**config.mk**
```make
export PLATFORM = sky130hd
export DESIGN_NAME = rx_sequence_controller_flat
export DESIGN_NICKNAME = d
export VERILOG_FILES = /design/src/rtl/rx_sequence_controller_if.sv /design/src/rtl/rx_sequence_controller.sv /design/src/flat_wrapper.sv
export SDC_FILE = /design/constraint.sdc
export NUM_CORES = 1
export LEC_CHECK = 0
export BUFFER_PORTS_ARGS = -buffer_cell sky130_fd_sc_hd__buf_2
export CORE_ASPECT_RATIO = 2
export CORE_MARGIN = 5
export CORE_UTILIZATION = 35
export CTS_BUF_LIST = sky130_fd_sc_hd__clkbuf_4 sky130_fd_sc_hd__clkbuf_8
export DETAILED_ROUTE_END_ITERATION = 8
export PLACE_DENSITY = 0.63
export RECOVER_POWER = 100
export SYNTH_ARGS = -nofsm -noshare
export SYNTH_HDL_FRONTEND = slang
export SYNTH_SLANG_ARGS = --single-unit
```
**constraint.sdc**
```tcl
create_clock -name crx_clk -period 2 [get_ports crx_clk]
set_input_delay 0.4 -clock crx_clk [delete_from_list [all_inputs] [get_ports crx_clk]]
set_output_delay 0.4 -clock crx_clk [all_outputs]
set_load 0.01 [all_outputs]
```
**src/rtl/rx_sequence_controller_if.sv**
```systemverilog
// ----------------------------------------------------------------------------
// rx_sequence_controller_if
// Purpose : bundles the detection/readout handshake between the peak finder,
//           the ARM-side reader and rx_sequence_controller.
// Signals :
//   idetect              one-clock peak-detected pulse from the peak finder
//   idetect_seq    [3:0] detected sequence index
//   idetect_value [40:0] signed peak value
//   iresult_acquired_arm ARM read acknowledge (level or pulse)
//   o_sample_arm  [40:0] latched peak value presented to the ARM
//   o_received_seq [3:0] latched sequence index
//   o_time_arm    [15:0] latched decimated-sample timestamp
//   o_trigger_arm        result-ready flag towards the ARM
//   ooverrun             sticky: a detection arrived while a result was pending
// Modports: master = peak finder / ARM side, slave = the controller.
// ----------------------------------------------------------------------------
interface rx_sequence_controller_if;
  logic               idetect;
  logic [3:0]         idetect_seq;
  logic signed [40:0] idetect_value;
  logic               iresult_acquired_arm;
  logic signed [40:0] o_sample_arm;
  logic [3:0]         o_received_seq;
  logic [15:0]        o_time_arm;
  logic               o_trigger_arm;
  logic               ooverrun;

  modport master (
    output idetect, idetect_seq, idetect_value, iresult_acquired_arm,
    input  o_sample_arm, o_received_seq, o_time_arm, o_trigger_arm, ooverrun
  );

  modport slave (
    input  idetect, idetect_seq, idetect_value, iresult_acquired_arm,
    output o_sample_arm, o_received_seq, o_time_arm, o_trigger_arm, ooverrun
  );
endinterface

```
**src/rtl/rx_sequence_controller.sv**
```systemverilog
// ----------------------------------------------------------------------------
// rx_sequence_controller
// Purpose : receive-chain sequencer. Generates the input-sample and
//           decimated-sample strobes plus a 16-bit decimated timestamp,
//           holds the datapath in reset while disabled, and hands detected
//           peaks to the ARM through a latch/trigger/acknowledge handshake
//           followed by a blanking window measured in decimated samples.
// Parameters:
//   SAMPLE_PERIOD  clocks between input samples
//   DECIM          input samples per decimated sample
//   BLANK_SAMPLES  decimated samples ignored after an acknowledged detection
// Ports:
//   crx_clk        clock
//   rrx_rst_n      asynchronous active-low reset
//   erx_en         enable; low clears timebase, handshake and overrun
//   bus            handshake interface (slave side)
//   osample_strobe input-sample pulse
//   odecim_strobe  decimated-sample pulse
//   ocurrent_time  decimated-sample timestamp (wraps silently)
//   odatapath_rst  active-high datapath reset
// ----------------------------------------------------------------------------
module rx_sequence_controller #(
  parameter int SAMPLE_PERIOD = 128,
  parameter int DECIM         = 4,
  parameter int BLANK_SAMPLES = 1024
) (
  input  logic                     crx_clk,
  input  logic                     rrx_rst_n,
  input  logic                     erx_en,
  rx_sequence_controller_if.slave  bus,
  output logic                     osample_strobe,
  output logic                     odecim_strobe,
  output logic [15:0]              ocurrent_time,
  output logic                     odatapath_rst
);

  localparam int PER_W = (SAMPLE_PERIOD > 1) ? $clog2(SAMPLE_PERIOD) : 1;
  localparam int PH_W  = (DECIM > 1) ? $clog2(DECIM) : 1;
  localparam int BL_W  = (BLANK_SAMPLES > 0) ? $clog2(BLANK_SAMPLES + 1) : 1;

  localparam logic [PER_W-1:0] PER_LAST  = PER_W'(SAMPLE_PERIOD - 1);
  localparam logic [PH_W-1:0]  PH_LAST   = PH_W'(DECIM - 1);
  localparam logic [BL_W-1:0]  BL_LOAD   = BL_W'(BLANK_SAMPLES);
  localparam logic [BL_W-1:0]  BL_ONE    = BL_W'(1);

  typedef enum logic [1:0] {
    IDLE    = 2'd0,
    RUN     = 2'd1,
    PENDING = 2'd2,
    BLANK   = 2'd3
  } state_t;

  // Enable / datapath-reset sequencing
  logic               r_en_d1;
  logic               r_dp_rst;

  // Timebase
  logic [PER_W-1:0]   r_period_cnt;
  logic [PH_W-1:0]    r_phase_cnt;
  logic               r_decim_pend;
  logic [15:0]        r_time;

  // Handshake FSM
  state_t             r_state;
  logic [BL_W-1:0]    r_blank_cnt;
  logic signed [40:0] r_sample_arm;
  logic [3:0]         r_received_seq;
  logic [15:0]        r_time_arm;
  logic               r_trigger_arm;
  logic               r_overrun;

  logic               w_count_en;
  logic               w_sample_stb;
  logic               w_decim_stb;

  // Gating with erx_en keeps both strobes low in the very cycle the enable
  // drops, before the registered counters have been cleared.
  assign w_count_en   = erx_en & ~r_dp_rst;
  assign w_sample_stb = w_count_en & (r_period_cnt == PER_LAST);
  assign w_decim_stb  = w_count_en & r_decim_pend;

  // Datapath reset releases on the second clock that sees erx_en high; any
  // clock that sees erx_en low re-asserts it immediately.
  always_ff @(posedge crx_clk or negedge rrx_rst_n) begin
    if (!rrx_rst_n) begin
      r_en_d1  <= 1'b0;
      r_dp_rst <= 1'b1;
    end else begin
      r_en_d1  <= erx_en;
      r_dp_rst <= ~(erx_en & r_en_d1);
    end
  end

  // Period counter -> sample strobe -> phase counter -> decim strobe (one
  // clock after the last sample of a group) -> timestamp.
  always_ff @(posedge crx_clk or negedge rrx_rst_n) begin
    if (!rrx_rst_n) begin
      r_period_cnt <= '0;
      r_phase_cnt  <= '0;
      r_decim_pend <= 1'b0;
      r_time       <= '0;
    end else if (!w_count_en) begin
      r_period_cnt <= '0;
      r_phase_cnt  <= '0;
      r_decim_pend <= 1'b0;
      r_time       <= '0;
    end else begin
      r_period_cnt <= (r_period_cnt == PER_LAST) ? '0 : r_period_cnt + 1'b1;
      if (w_sample_stb) begin
        r_phase_cnt <= (r_phase_cnt == PH_LAST) ? '0 : r_phase_cnt + 1'b1;
      end
      r_decim_pend <= w_sample_stb & (r_phase_cnt == PH_LAST);
      if (w_decim_stb) begin
        r_time <= r_time + 16'd1;
      end
    end
  end

  // Detection handshake. The latch samples r_time before its increment on
  // the same edge, so a detect coinciding with a decim strobe reports the
  // pre-increment timestamp.
  always_ff @(posedge crx_clk or negedge rrx_rst_n) begin
    if (!rrx_rst_n) begin
      r_state        <= IDLE;
      r_blank_cnt    <= '0;
      r_sample_arm   <= '0;
      r_received_seq <= '0;
      r_time_arm     <= '0;
      r_trigger_arm  <= 1'b0;
      r_overrun      <= 1'b0;
    end else if (!erx_en) begin
      r_state        <= IDLE;
      r_blank_cnt    <= '0;
      r_sample_arm   <= '0;
      r_received_seq <= '0;
      r_time_arm     <= '0;
      r_trigger_arm  <= 1'b0;
      r_overrun      <= 1'b0;
    end else begin
      case (r_state)
        IDLE: begin
          if (!r_dp_rst) begin
            r_state <= RUN;
          end
        end
        RUN: begin
          // An acknowledge arriving here is meaningless and is dropped.
          if (bus.idetect) begin
            r_sample_arm   <= bus.idetect_value;
            r_received_seq <= bus.idetect_seq;
            r_time_arm     <= r_time;
            r_trigger_arm  <= 1'b1;
            r_state        <= PENDING;
          end
        end
        PENDING: begin
          if (bus.idetect) begin
            r_overrun <= 1'b1;
          end
          if (bus.iresult_acquired_arm) begin
            r_trigger_arm <= 1'b0;
            r_blank_cnt   <= BL_LOAD;
            r_state       <= (BLANK_SAMPLES == 0) ? RUN : BLANK;
          end
        end
        BLANK: begin
          if (w_decim_stb) begin
            r_blank_cnt <= r_blank_cnt - 1'b1;
            if (r_blank_cnt == BL_ONE) begin
              r_state <= RUN;
            end
          end
        end
        default: r_state <= IDLE;
      endcase
    end
  end

  assign osample_strobe     = w_sample_stb;
  assign odecim_strobe      = w_decim_stb;
  assign ocurrent_time      = r_time;
  assign odatapath_rst      = r_dp_rst;
  assign bus.o_sample_arm   = r_sample_arm;
  assign bus.o_received_seq = r_received_seq;
  assign bus.o_time_arm     = r_time_arm;
  assign bus.o_trigger_arm  = r_trigger_arm;
  assign bus.ooverrun       = r_overrun;

endmodule
```
**src/flat_wrapper.sv**
```systemverilog
// flat-port wrapper written by rule: the top's interface ports become plain ports
module rx_sequence_controller_flat 
#(
  parameter int SAMPLE_PERIOD = 128,
  parameter int DECIM         = 4,
  parameter int BLANK_SAMPLES = 1024
)
  (crx_clk, rrx_rst_n, erx_en, osample_strobe, odecim_strobe, ocurrent_time, odatapath_rst, bus_idetect, bus_idetect_seq, bus_idetect_value, bus_iresult_acquired_arm, bus_o_sample_arm, bus_o_received_seq, bus_o_time_arm, bus_o_trigger_arm, bus_ooverrun);
  rx_sequence_controller_if bus_i ();
  input  logic crx_clk;
  input  logic rrx_rst_n;
  input  logic erx_en;
  output logic osample_strobe;
  output logic odecim_strobe;
  output logic [15:0] ocurrent_time;
  output logic odatapath_rst;
  input wire logic [$bits(bus_i.idetect)-1:0] bus_idetect;
  input wire logic [$bits(bus_i.idetect_seq)-1:0] bus_idetect_seq;
  input wire logic [$bits(bus_i.idetect_value)-1:0] bus_idetect_value;
  input wire logic [$bits(bus_i.iresult_acquired_arm)-1:0] bus_iresult_acquired_arm;
  output wire logic [$bits(bus_i.o_sample_arm)-1:0] bus_o_sample_arm;
  output wire logic [$bits(bus_i.o_received_seq)-1:0] bus_o_received_seq;
  output wire logic [$bits(bus_i.o_time_arm)-1:0] bus_o_time_arm;
  output wire logic [$bits(bus_i.o_trigger_arm)-1:0] bus_o_trigger_arm;
  output wire logic [$bits(bus_i.ooverrun)-1:0] bus_ooverrun;
  assign bus_i.idetect = bus_idetect;
  assign bus_i.idetect_seq = bus_idetect_seq;
  assign bus_i.idetect_value = bus_idetect_value;
  assign bus_i.iresult_acquired_arm = bus_iresult_acquired_arm;
  assign bus_o_sample_arm = bus_i.o_sample_arm;
  assign bus_o_received_seq = bus_i.o_received_seq;
  assign bus_o_time_arm = bus_i.o_time_arm;
  assign bus_o_trigger_arm = bus_i.o_trigger_arm;
  assign bus_ooverrun = bus_i.ooverrun;
  rx_sequence_controller #(.SAMPLE_PERIOD(SAMPLE_PERIOD), .DECIM(DECIM), .BLANK_SAMPLES(BLANK_SAMPLES)) u_core (.crx_clk(crx_clk), .rrx_rst_n(rrx_rst_n), .erx_en(erx_en), .bus(bus_i), .osample_strobe(osample_strobe), .odecim_strobe(odecim_strobe), .ocurrent_time(ocurrent_time), .odatapath_rst(odatapath_rst));
endmodule
```
==> results.toml <==
[cts]
path_clk_slew_ns = 0.10
numCtsBuffers = 9
cts_buffer_depth = 2
cts_max_level = 3
clock_latency_ns = 0.37
cts_tree = "yes"
clkSinkCount = 104
hold_buffers = 0
cts_root_buf = "clkbuf_8"

[synth]
yosys.area.top_type_share_pct = 54.6
yosysUniqueCellTypes = 47
async_reset_ff_share_pct = 100
synth-edff-count = 0
ys_seq_area_share_pct = 55.2
synth_common_cells = "nand2_1 (146), dfrtp_1 (103), o21ai_0 (65)"
synth_area_leaders = "dfrtp_1 (55%), nand2_1 (12%), o21ai_0 (6.9%), ha_1 (2.4%), nor2_1 (1.9%)"
syn-num-nets = 562
yosys_warnings = 0
synth_area_um2 = 4720
syn_inst = 503
syn_avg_cell_area_um2 = 9.38
yosysMostFrequentCell = "nand2_1"
synth-seq-cells = 104
yosys_most_used_dff = "dfrtp_1"
post-synth-top-area-cell = "dfrtp_1"

[sta]
report.final.slew_viol_count = 0
final.period_utilization_pct = 97.2
tightest_slew_ns = 1.44
hold_slack_ns = 0.234
setup_viol = 0
rsz0062_at_grt = "yes"
hold_viol = 0
fin_skew_ns = 0.0110
period_needed_ns = 1.94
relSlewSlack_pct = 4.14
fmax_mhz = 514

[floorplan]
dieArea_um2 = 16000
die_w_um = 92.1
fp.dieH_um = 174
num_io_pins = 132
start_util_pct = 35.3
core.rowCount = 60
core_area_um2 = 13400

[hold_path]
holdPathStages = 1
hp-start = "erx_en"
hold_path.class = "input port to flip-flop"
holdPathEnd = "u_core.r_en_d1"

[route]
via_per_inst = 4.99
wl_mm = 12.0
dr_total_vias = 3989
wl_met2_mm = 6.26
route.detailed.drc = 0
ant_nets = 0
drt-met1-wl_mm = 4.78
dr_wl_met3_um = 554
drtPass1Iterations = 4
top_layer = "met4"
drtIter0Drc = 181
wl_per_cell_um = 15.0

[setup_path]
cp_max_fo = 8
cp_data_arrival_time_ns = 2.23
critical_path_class = "flip-flop to flip-flop"
reg2regPathDepth = 6
worstReg2RegEnd = "u_core.r_blank_cnt[3]"
worstPathRequired_ns = 2.28
ff2ff_setup_slack_ns = 0.06
cp-start-kind = "flip-flop"
rr_startpoint = "u_core.r_state[1]"
critPathCaptureType = "flip-flop"

[layout]
num-fill-cells = 1359
n_antenna_cell = 0
drive_above_1_share_pct = 19.3
fin_nets = 698
syn_to_final_growth_pct = 22.8

[pwr]
p_leak_uw = 0.00263
ir_worst_vdd_uv = 308
total_power_uw = 5250
powerDensity_nw_per_um2 = 906

[grt]
grt_max_degree = 105
first_global_vias = 3962
overflow = 0
antenna_found_initial = 0
grt_util_all_layers_pct = 15.0
grt_pass1_wl_mm = 19.5

[run]
cap_violations = 0

[placement]
io_buffers = 131
dp_hpwl_mm = 8.86
place.gp.congestion = 0.796

[status]
outcome = "complete, no violations"
==> final cells by class <==
class                           count  area (um2)  area share, %
Inverter                            9        33.8          0.583
Multi-Input combinational cell    363        2000           34.6
Timing Repair Buffer              152         746           12.9
Clock inverter                      7        86.3           1.49
Sequential cell                   104        2600           45.0
Tap cell                          155         194           3.35
Clock buffer                        9         124           2.14
==> routing by layer <==
| layer | up-vias | GRT usage (%) |
|---|---|---|
| met3 | 27 | 2.82 |
| li1 | 1978 | - |
| met4 | 0 | 6.45 |
| met5 | - | 0 |
| met2 | 118 | 26.6 |
| met1 | 1866 | 17.3 |
==> power breakdown <==
part | internal [uW] | total, uW | switching, uW | leakage, uW
clock network | 608 | 1400 | 788 | 0.000104
registers | 2350 | 2560 | 214 | 0.00140
logic | 517 | 1290 | 774 | 0.00113
==> layout by cell type (no fill, tap or decap), types with 6 or more instances in the layout <==
cell type	count
nand2_1	146
dfrtp_1	103
buf_2	67
o21ai_0	65
clkbuf_1	64
nor2_1	23
buf_4	18
nand4_1	11
nand3_1	10
xor2_1	9
a21oi_1	9
clkbuf_8	9
inv_1	8
or3_1	8
mux2i_1	7
ha_1	7
o211ai_1	6
==> flip-flops by register name (all words and copies together), names as in the netlist, 2 cells and up <==
register,cells
u_core.bus.o_time_arm,16
u_core.r_phase_cnt,2
u_core.r_blank_cnt,11
u_core.bus.o_sample_arm,41
u_core.r_state,2
u_core.bus.o_received_seq,4
u_core.ocurrent_time,16
u_core.r_period_cnt,7
==> how the worst max path moves through the flow <==
stage | start | end
after floorplan | u_core.r_state[0] | u_core.r_blank_cnt[6]
after global placement | u_core.r_state[0] | u_core.r_blank_cnt[6]
after detailed placement | u_core.r_state[0] | u_core.r_blank_cnt[3]
after CTS | u_core.r_period_cnt[1] | osample_strobe
after global routing | u_core.r_period_cnt[1] | osample_strobe
final | u_core.r_state[1] | u_core.r_blank_cnt[3]
==> critical path, stage by stage, from the launching register on <==
cell and delay (ns):
dfrtp_1 0.46, ha_1 0.32, nand2_1 0.12, o32ai_2 0.07, buf_4 0.16, or4_2 0.55
a21boi_0 0.19
==> logic make-up after synthesis <==
group | synth area share [%]
AND/OR/NAND/NOR | 22.2
flip-flops | 55.2
AO/OA/AOI/OAI | 12.6
buffers and inverters | 3.24
XOR/XNOR | 2.60
adder cells (fa/ha/maj) | 2.39
multiplexers | 1.72
==> stage by stage <==
step / area, um2 / setup slack, ns / TNS (ns) / std cells / utilization, %
after floorplan: 4720 / 0.154 / 0 / 503 / -
after global placement: 5640 / 0.108 / 0 / 782 / 42.2
after detailed placement: 5640 / -0.0113 / -0.0113 / 782 / 42.2
after CTS: 5860 / 0.00858 / 0 / 799 / 43.8
after global routing: 5790 / -0.0132 / -0.0132 / 799 / 43.3
final: 5790 / 0.0561 / 0 / 799 / 43.3
==> what timing repair did <==
item                       4_1_cts  5_1_grt
setup buffers                    1        0
setup endpoints to repair        3        5
resized for setup                2        7
(Power assumes the default switching activity.)
